--- src/rtl/spi_master_ctrl.sv ---
// -----------------------------------------------------------------------------
// spi_master_ctrl
// SPI master, mode 0 (CPOL=0, CPHA=0), MSB first. Each accepted start sends
// one command byte followed by `len` payload bytes pulled from a valid/ready
// port. The byte clocked in during the command phase lands in id_byte; every
// payload byte clocked in is presented on rx_data with a one-cycle rx_valid.
//
// Parameters
//   CLK_DIV  clk cycles per SCK half-period (>= 2)
//   CS_GAP   clk cycles of chip-select guard time (>= 1)
// Ports
//   clk, rst_n           system clock, asynchronous active-low reset
//   start, cmd, len      transaction request, captured in IDLE
//   busy, done           transaction in progress / end-of-transaction pulse
//   tx_data/valid/ready  payload byte source (transfer on valid & ready)
//   rx_data, rx_valid    received payload byte and its strobe
//   id_byte              byte received during the command phase
//   ncs_spi, sck_spi,
//   mosi_spi, miso_spi   SPI pins
// -----------------------------------------------------------------------------
module spi_master_ctrl #(
   parameter int unsigned CLK_DIV = 4,
   parameter int unsigned CS_GAP  = 8
) (
   input  logic       clk,
   input  logic       rst_n,
   input  logic       start,
   input  logic [7:0] cmd,
   input  logic [9:0] len,
   output logic       busy,
   output logic       done,
   input  logic [7:0] tx_data,
   input  logic       tx_valid,
   output logic       tx_ready,
   output logic [7:0] rx_data,
   output logic       rx_valid,
   output logic [7:0] id_byte,
   output logic       ncs_spi,
   output logic       sck_spi,
   output logic       mosi_spi,
   input  logic       miso_spi
);

   typedef enum logic [2:0] {IDLE, SETUP, SHIFT, LOAD, HOLD, GAP} state_t;

   localparam logic [15:0] DIV_LAST = 16'(CLK_DIV - 1);
   localparam logic [15:0] GAP_LAST = 16'(CS_GAP - 1);

   state_t      state;
   logic [15:0] cnt;      // cycle counter for guard times and SCK half-periods
   logic [2:0]  bit_cnt;  // bits completed in the current byte
   logic [9:0]  remain;   // payload bytes still to be loaded
   logic [7:0]  tx_sr;
   logic [7:0]  rx_sr;
   logic        is_cmd;   // current byte is the command byte
   logic        rx_pend;  // full byte sitting in rx_sr, publish next cycle

   // NOTE: every register here is state, so all assignments are non-blocking;
   // blocking assignments would make the result depend on statement order.
   always_ff @(posedge clk or negedge rst_n) begin
      if (!rst_n) begin
         state    <= IDLE;
         cnt      <= '0;
         bit_cnt  <= '0;
         remain   <= '0;
         tx_sr    <= '0;
         rx_sr    <= '0;
         is_cmd   <= 1'b0;
         rx_pend  <= 1'b0;
         busy     <= 1'b0;
         done     <= 1'b0;
         tx_ready <= 1'b0;
         rx_data  <= '0;
         rx_valid <= 1'b0;
         id_byte  <= '0;
         ncs_spi  <= 1'b1;
         sck_spi  <= 1'b0;
         mosi_spi <= 1'b0;
      end else begin
         done     <= 1'b0;
         rx_valid <= 1'b0;

         // Publish a completed byte one cycle after its last bit was sampled.
         // With CLK_DIV >= 2 this always happens inside bit0's high phase,
         // before is_cmd is cleared at the end of the byte.
         if (rx_pend) begin
            rx_pend <= 1'b0;
            if (is_cmd) begin
               id_byte <= rx_sr;
            end else begin
               rx_data  <= rx_sr;
               rx_valid <= 1'b1;
            end
         end

         case (state)
            IDLE: begin
               if (start) begin
                  state    <= SETUP;
                  busy     <= 1'b1;
                  ncs_spi  <= 1'b0;
                  cnt      <= '0;
                  bit_cnt  <= '0;
                  remain   <= len;
                  tx_sr    <= cmd;
                  mosi_spi <= cmd[7];
                  is_cmd   <= 1'b1;
               end
            end

            SETUP: begin
               if (cnt == GAP_LAST) begin
                  cnt   <= '0;
                  state <= SHIFT;
               end else begin
                  cnt <= cnt + 16'd1;
               end
            end

            SHIFT: begin
               if (cnt == DIV_LAST) begin
                  cnt <= '0;
                  if (!sck_spi) begin
                     // Rising edge: slave data has been stable for the whole low phase.
                     sck_spi <= 1'b1;
                     rx_sr   <= {rx_sr[6:0], miso_spi};
                     if (bit_cnt == 3'd7) rx_pend <= 1'b1;
                  end else begin
                     sck_spi <= 1'b0;
                     if (bit_cnt == 3'd7) begin
                        bit_cnt <= '0;
                        is_cmd  <= 1'b0;
                        if (remain != '0) begin
                           state    <= LOAD;
                           tx_ready <= 1'b1;
                        end else begin
                           state <= HOLD;
                        end
                     end else begin
                        bit_cnt  <= bit_cnt + 3'd1;
                        tx_sr    <= {tx_sr[6:0], 1'b0};
                        mosi_spi <= tx_sr[6];
                     end
                  end
               end else begin
                  cnt <= cnt + 16'd1;
               end
            end

            LOAD: begin
               if (tx_valid && tx_ready) begin
                  tx_ready <= 1'b0;
                  tx_sr    <= tx_data;
                  mosi_spi <= tx_data[7];
                  remain   <= remain - 10'd1;
                  state    <= SHIFT;
               end
            end

            HOLD: begin
               if (cnt == GAP_LAST) begin
                  cnt     <= '0;
                  state   <= GAP;
                  ncs_spi <= 1'b1;
                  done    <= 1'b1;
               end else begin
                  cnt <= cnt + 16'd1;
               end
            end

            GAP: begin
               if (cnt == GAP_LAST) begin
                  cnt   <= '0;
                  state <= IDLE;
                  busy  <= 1'b0;
               end else begin
                  cnt <= cnt + 16'd1;
               end
            end

            default: state <= IDLE;
         endcase
      end
   end

endmodule
--- config.mk ---
export PLATFORM = sky130hd
export DESIGN_NAME = spi_master_ctrl
export DESIGN_NICKNAME = d
export VERILOG_FILES = /design/src/rtl/spi_master_ctrl.sv
export SDC_FILE = /design/constraint.sdc
export NUM_CORES = 1
export LEC_CHECK = 0
export CAP_MARGIN = 25
export CORE_ASPECT_RATIO = 0.7
export CORE_MARGIN = 2
export CORE_UTILIZATION = 49
export DETAILED_ROUTE_END_ITERATION = 8
export PLACE_DENSITY = 0.8
export SLEW_MARGIN = 20
export SYNTH_ARGS = -nofsm -noshare
export SYNTH_HDL_FRONTEND = slang
export SYNTH_SLANG_ARGS = --single-unit
--- constraint.sdc ---
create_clock -name clk -period 2.4 [get_ports clk]
set_input_delay 0.36 -clock clk [delete_from_list [all_inputs] [get_ports clk]]
set_output_delay 0.36 -clock clk [all_outputs]
set_load 0.01 [all_outputs]
==> impl_metrics.toml <==
[run_status]
outcome = "complete, but fails checks"
violations = "hold timing"

[worst_setup_path]
critPathMaxFanout = 4
critical_path_class = "register to register"
crit_chain = "ha_2, or4b_4, or4_4, nor3_4, buf_4, mux2_2"
crit_start = "cnt[1]$_DFFE_PN0P_"
rr_startpoint = "cnt[1]$_DFFE_PN0P_"
crit_family = "simple AND/OR/NAND/NOR gates"
cpPeakStageDelay_ns = 0.51
reg2reg_to = "rx_sr[6]$_DFFE_PN0P_"
arrival_ns = 2.63
cp-end-kind = "register"
r2r_cells = 6
worst-r2r-setup-slack_ns = 0.02
worst-path-buf-inv = 1
slowest_stage = "or4b_4"
crit_path_start_kind = "register"
cp.required_ns = 2.66

[floorplanning]
core_area_um2 = 7290
ioPinCount = 54
die_y_um = 76.6
rows = 26
start_util = 0.507
die_area_um2 = 8260
dieWidth_um = 108

[routing]
antenna_left = 0
wl_um = 8090
drtIter0Drc = 199
wl_per_cell_um = 14.9
firstDrtPassIters = 5
viasPerCell = 5.60
num_vias = 3044
post-route-drc-count = 0

[place]
dp.cells = 524
place_ws_ns = -0.0782
portBuffers = 53
dp_hpwl_um = 5760
place.gp.congestion = 0.837

[synth]
async_flop_share = 1.00
seq_area_frac_synth = 0.488
syn_area_um2 = 3690
synth.net_count = 397
synth_top_family_by_area = "simple AND/OR/NAND/NOR gates"
synthMuxAreaShare = 0.117
yosysWarnings = 0
syn_inst = 360
ys_types = 51
synth_compound_area_frac = 0.131
synthAdderAreaFrac = 0.0203
synthSimpleGateAreaFrac = 0.215
syn_avg_cell_area_um2 = 10.3
ys.flop_type = "dfrtp_1"
synthXorXnorAreaFrac = 0.00474
synth-edff-count = 0
synth_seq_cells = 72

[global_routing]
grt.overflow.total = 0
grt_max_degree = 39
grt_usage = 0.213
grt_pass1_vias = 2939
antenna_found_initial = 0
grt_pass1_wl_um = 13900

[pwr]
power_per_cell_area_nw_per_um2 = 465
power.switching_mw = 0.556
seqPwrFrac = 0.547
internal_power_mw = 1.66
p_sw_frac = 0.251
vdd_drop_max_uv = 299
power.clock.fraction = 0.412
power_leakage_nw = 2.17
combPwrFrac = 0.041

[finish]
layout_common_cells = "dfrtp_1 (71), clkdlybuf4s50_1 (52), nand2_1 (38)"
final_common_cell = "dfrtp_1"
nets = 478
nFillCells = 585
post-route-util = 0.654
layoutNonFillerInstCount = 544
syn_to_final_growth_pct = 29.0
layout-drive-gt1-share = 0.233
diodes = 0

[sta]
worst_slack_ns = 0.0237
fin_worst_skew_ns = 0.0113
hold_viol = 1
slew_violations = 0
fmax_ghz = 0.421
worst_slew_pin_slew_ns = 0.761
min_period_ns = 2.38
setup_viol = 0
relSlewSlack = 0.491
rsz0062_at_grt = "true"
post-route-period-util = 0.990
whs_ns = -0.00103

[clock_network]
cts_root_buffer = "clkbuf_8"
clock_path_buffers = 2
cts_made_buffers = 9
clock-sinks = 72
clk_pin_slew_ns = 0.09
ctsHtreeMaxLevel = 3
clk_latency_ns = 0.36
cts_tree = "built"
hold_buffers = 0

[run]
cap_violations = 0

[worst_hold_path]
hp-class = "primary input to async pin"
## worst max-delay path by stage
stage,to,slack [ns],cells past startpoint
2_1_floorplan,rx_sr[0]$_DFFE_PN0P_,0.02,4
3_3_place_gp,rx_sr[3]$_DFFE_PN0P_,-0.01,5
3_5_place_dp,rx_sr[4]$_DFFE_PN0P_,-0.08,5
4_1_cts,rx_sr[4]$_DFFE_PN0P_,0.02,6
5_1_grt,rx_sr[5]$_DFFE_PN0P_,-0.07,6
6_report,rx_sr[6]$_DFFE_PN0P_,0.02,6
## flip-flops by register name (all words and copies together), names as in the netlist
register	flops
cnt	16
remain	10
id_byte	8
rx_data	8
rx_sr	8
tx_sr	7
bit_cnt	3
state	3
busy	1
done	1
is_cmd	1
mosi_spi	1
ncs_spi	1
rx_pend	1
rx_valid	1
sck_spi	1
tx_ready	1
## final cells by class
type                    instances  area, um^2  area share
well taps                      98         123      0.0257
clock inverters                 7        61.3      0.0129
flip-flops and latches         72        1800       0.378
multi-input cells             266        1820       0.382
repair buffers                 85         807       0.169
clock buffers                   9         124      0.0260
inverters                       7        26.3     0.00551
## per-layer routing
metal	share of wire	routed length (um)	global-route usage	up-vias
li1	-	-	-	1480
met1	0.48	3910	0.307	1461
met2	0.44	3550	0.319	92
met3	0.066	531	0.0556	11
met4	0.011	91	0.0615	0
met5	0	0	0	-
## power groups by stage
stage / sequential (mW) / clock [mW] / combinational [mW]
global placement: 1.24 / 0 / 0.0919
finish: 1.21 / 0.914 / 0.0912
detailed placement: 1.24 / 0 / 0.0930
CTS: 1.21 / 0.932 / 0.0935
global route: 1.21 / 0.987 / 0.103
floorplan: 1.24 / 0 / 0.0123
## logic make-up (layout without fill, tap and decap cells)
kind of cell / after synthesis / count (layout)
adder cells (fa/ha/maj): 6 / 6
AND/OR/NAND/NOR: 143 / 143
buffers and inverters: 22 / 108
AO/OA/AOI/OAI: 76 / 76
multiplexers: 39 / 39
flip-flops: 72 / 72
XOR/XNOR: 2 / 2
## synth_stat cells, types with 2 or more instances
library cell	count	share of area
or3_2	8	0.016
a31oi_1	2	0.0034
nand3_1	30	0.041
o31ai_1	2	0.0041
mux2i_1	7	0.019
nor3_1	9	0.012
nor2_1	19	0.019
nand3b_1	2	0.0041
nor3_4	2	0.0088
o2bb2ai_1	3	0.0071
o22ai_1	4	0.0068
and3_1	2	0.0034
or3_1	3	0.0051
ha_1	6	0.020
a21oi_1	17	0.023
a22o_1	3	0.0071
inv_1	7	0.0071
clkbuf_1	14	0.014
and2_1	2	0.0034
or4_4	3	0.0091
mux2_2	32	0.098
nand4_1	5	0.0085
a22oi_1	3	0.0061
or2_2	2	0.0034
nor4_1	2	0.0034
nand2b_1	5	0.0085
nand2_1	38	0.039
o21ai_0	28	0.038
dfrtp_1	71	0.48
a21o_1	6	0.012
nor3b_1	3	0.0061
## worst reg2reg max path, cell delays in order (launching register included)
cell,delay (ns)
dfrtp_1,0.37
ha_2,0.20
or4b_4,0.51
or4_4,0.49
nor3_4,0.22
buf_4,0.16
mux2_2,0.33
## what timing repair did
item	in CTS	in global routing
cloned	0	0
pin swaps	1	1
setup endpoints to repair	8	17
gates resized for setup	0	7
setup buffers	2	2
## through the flow
step / power, mW / setup TNS, ns / instance area (um^2) / hold slack [ns]
after floorplan: 1.25 / 0 / 3690 / 0.0644
after global placement: 1.33 / -0.0847 / 4530 / 0.393
after detailed placement: 1.33 / -0.565 / 4530 / 0.403
after CTS: 2.24 / 0 / 4730 / 0.00925
after global routing: 2.30 / -0.730 / 4770 / 0.0339
final: 2.22 / 0 / 4770 / -0.00103
No activity file was read; power rests on OpenSTA's default activity.
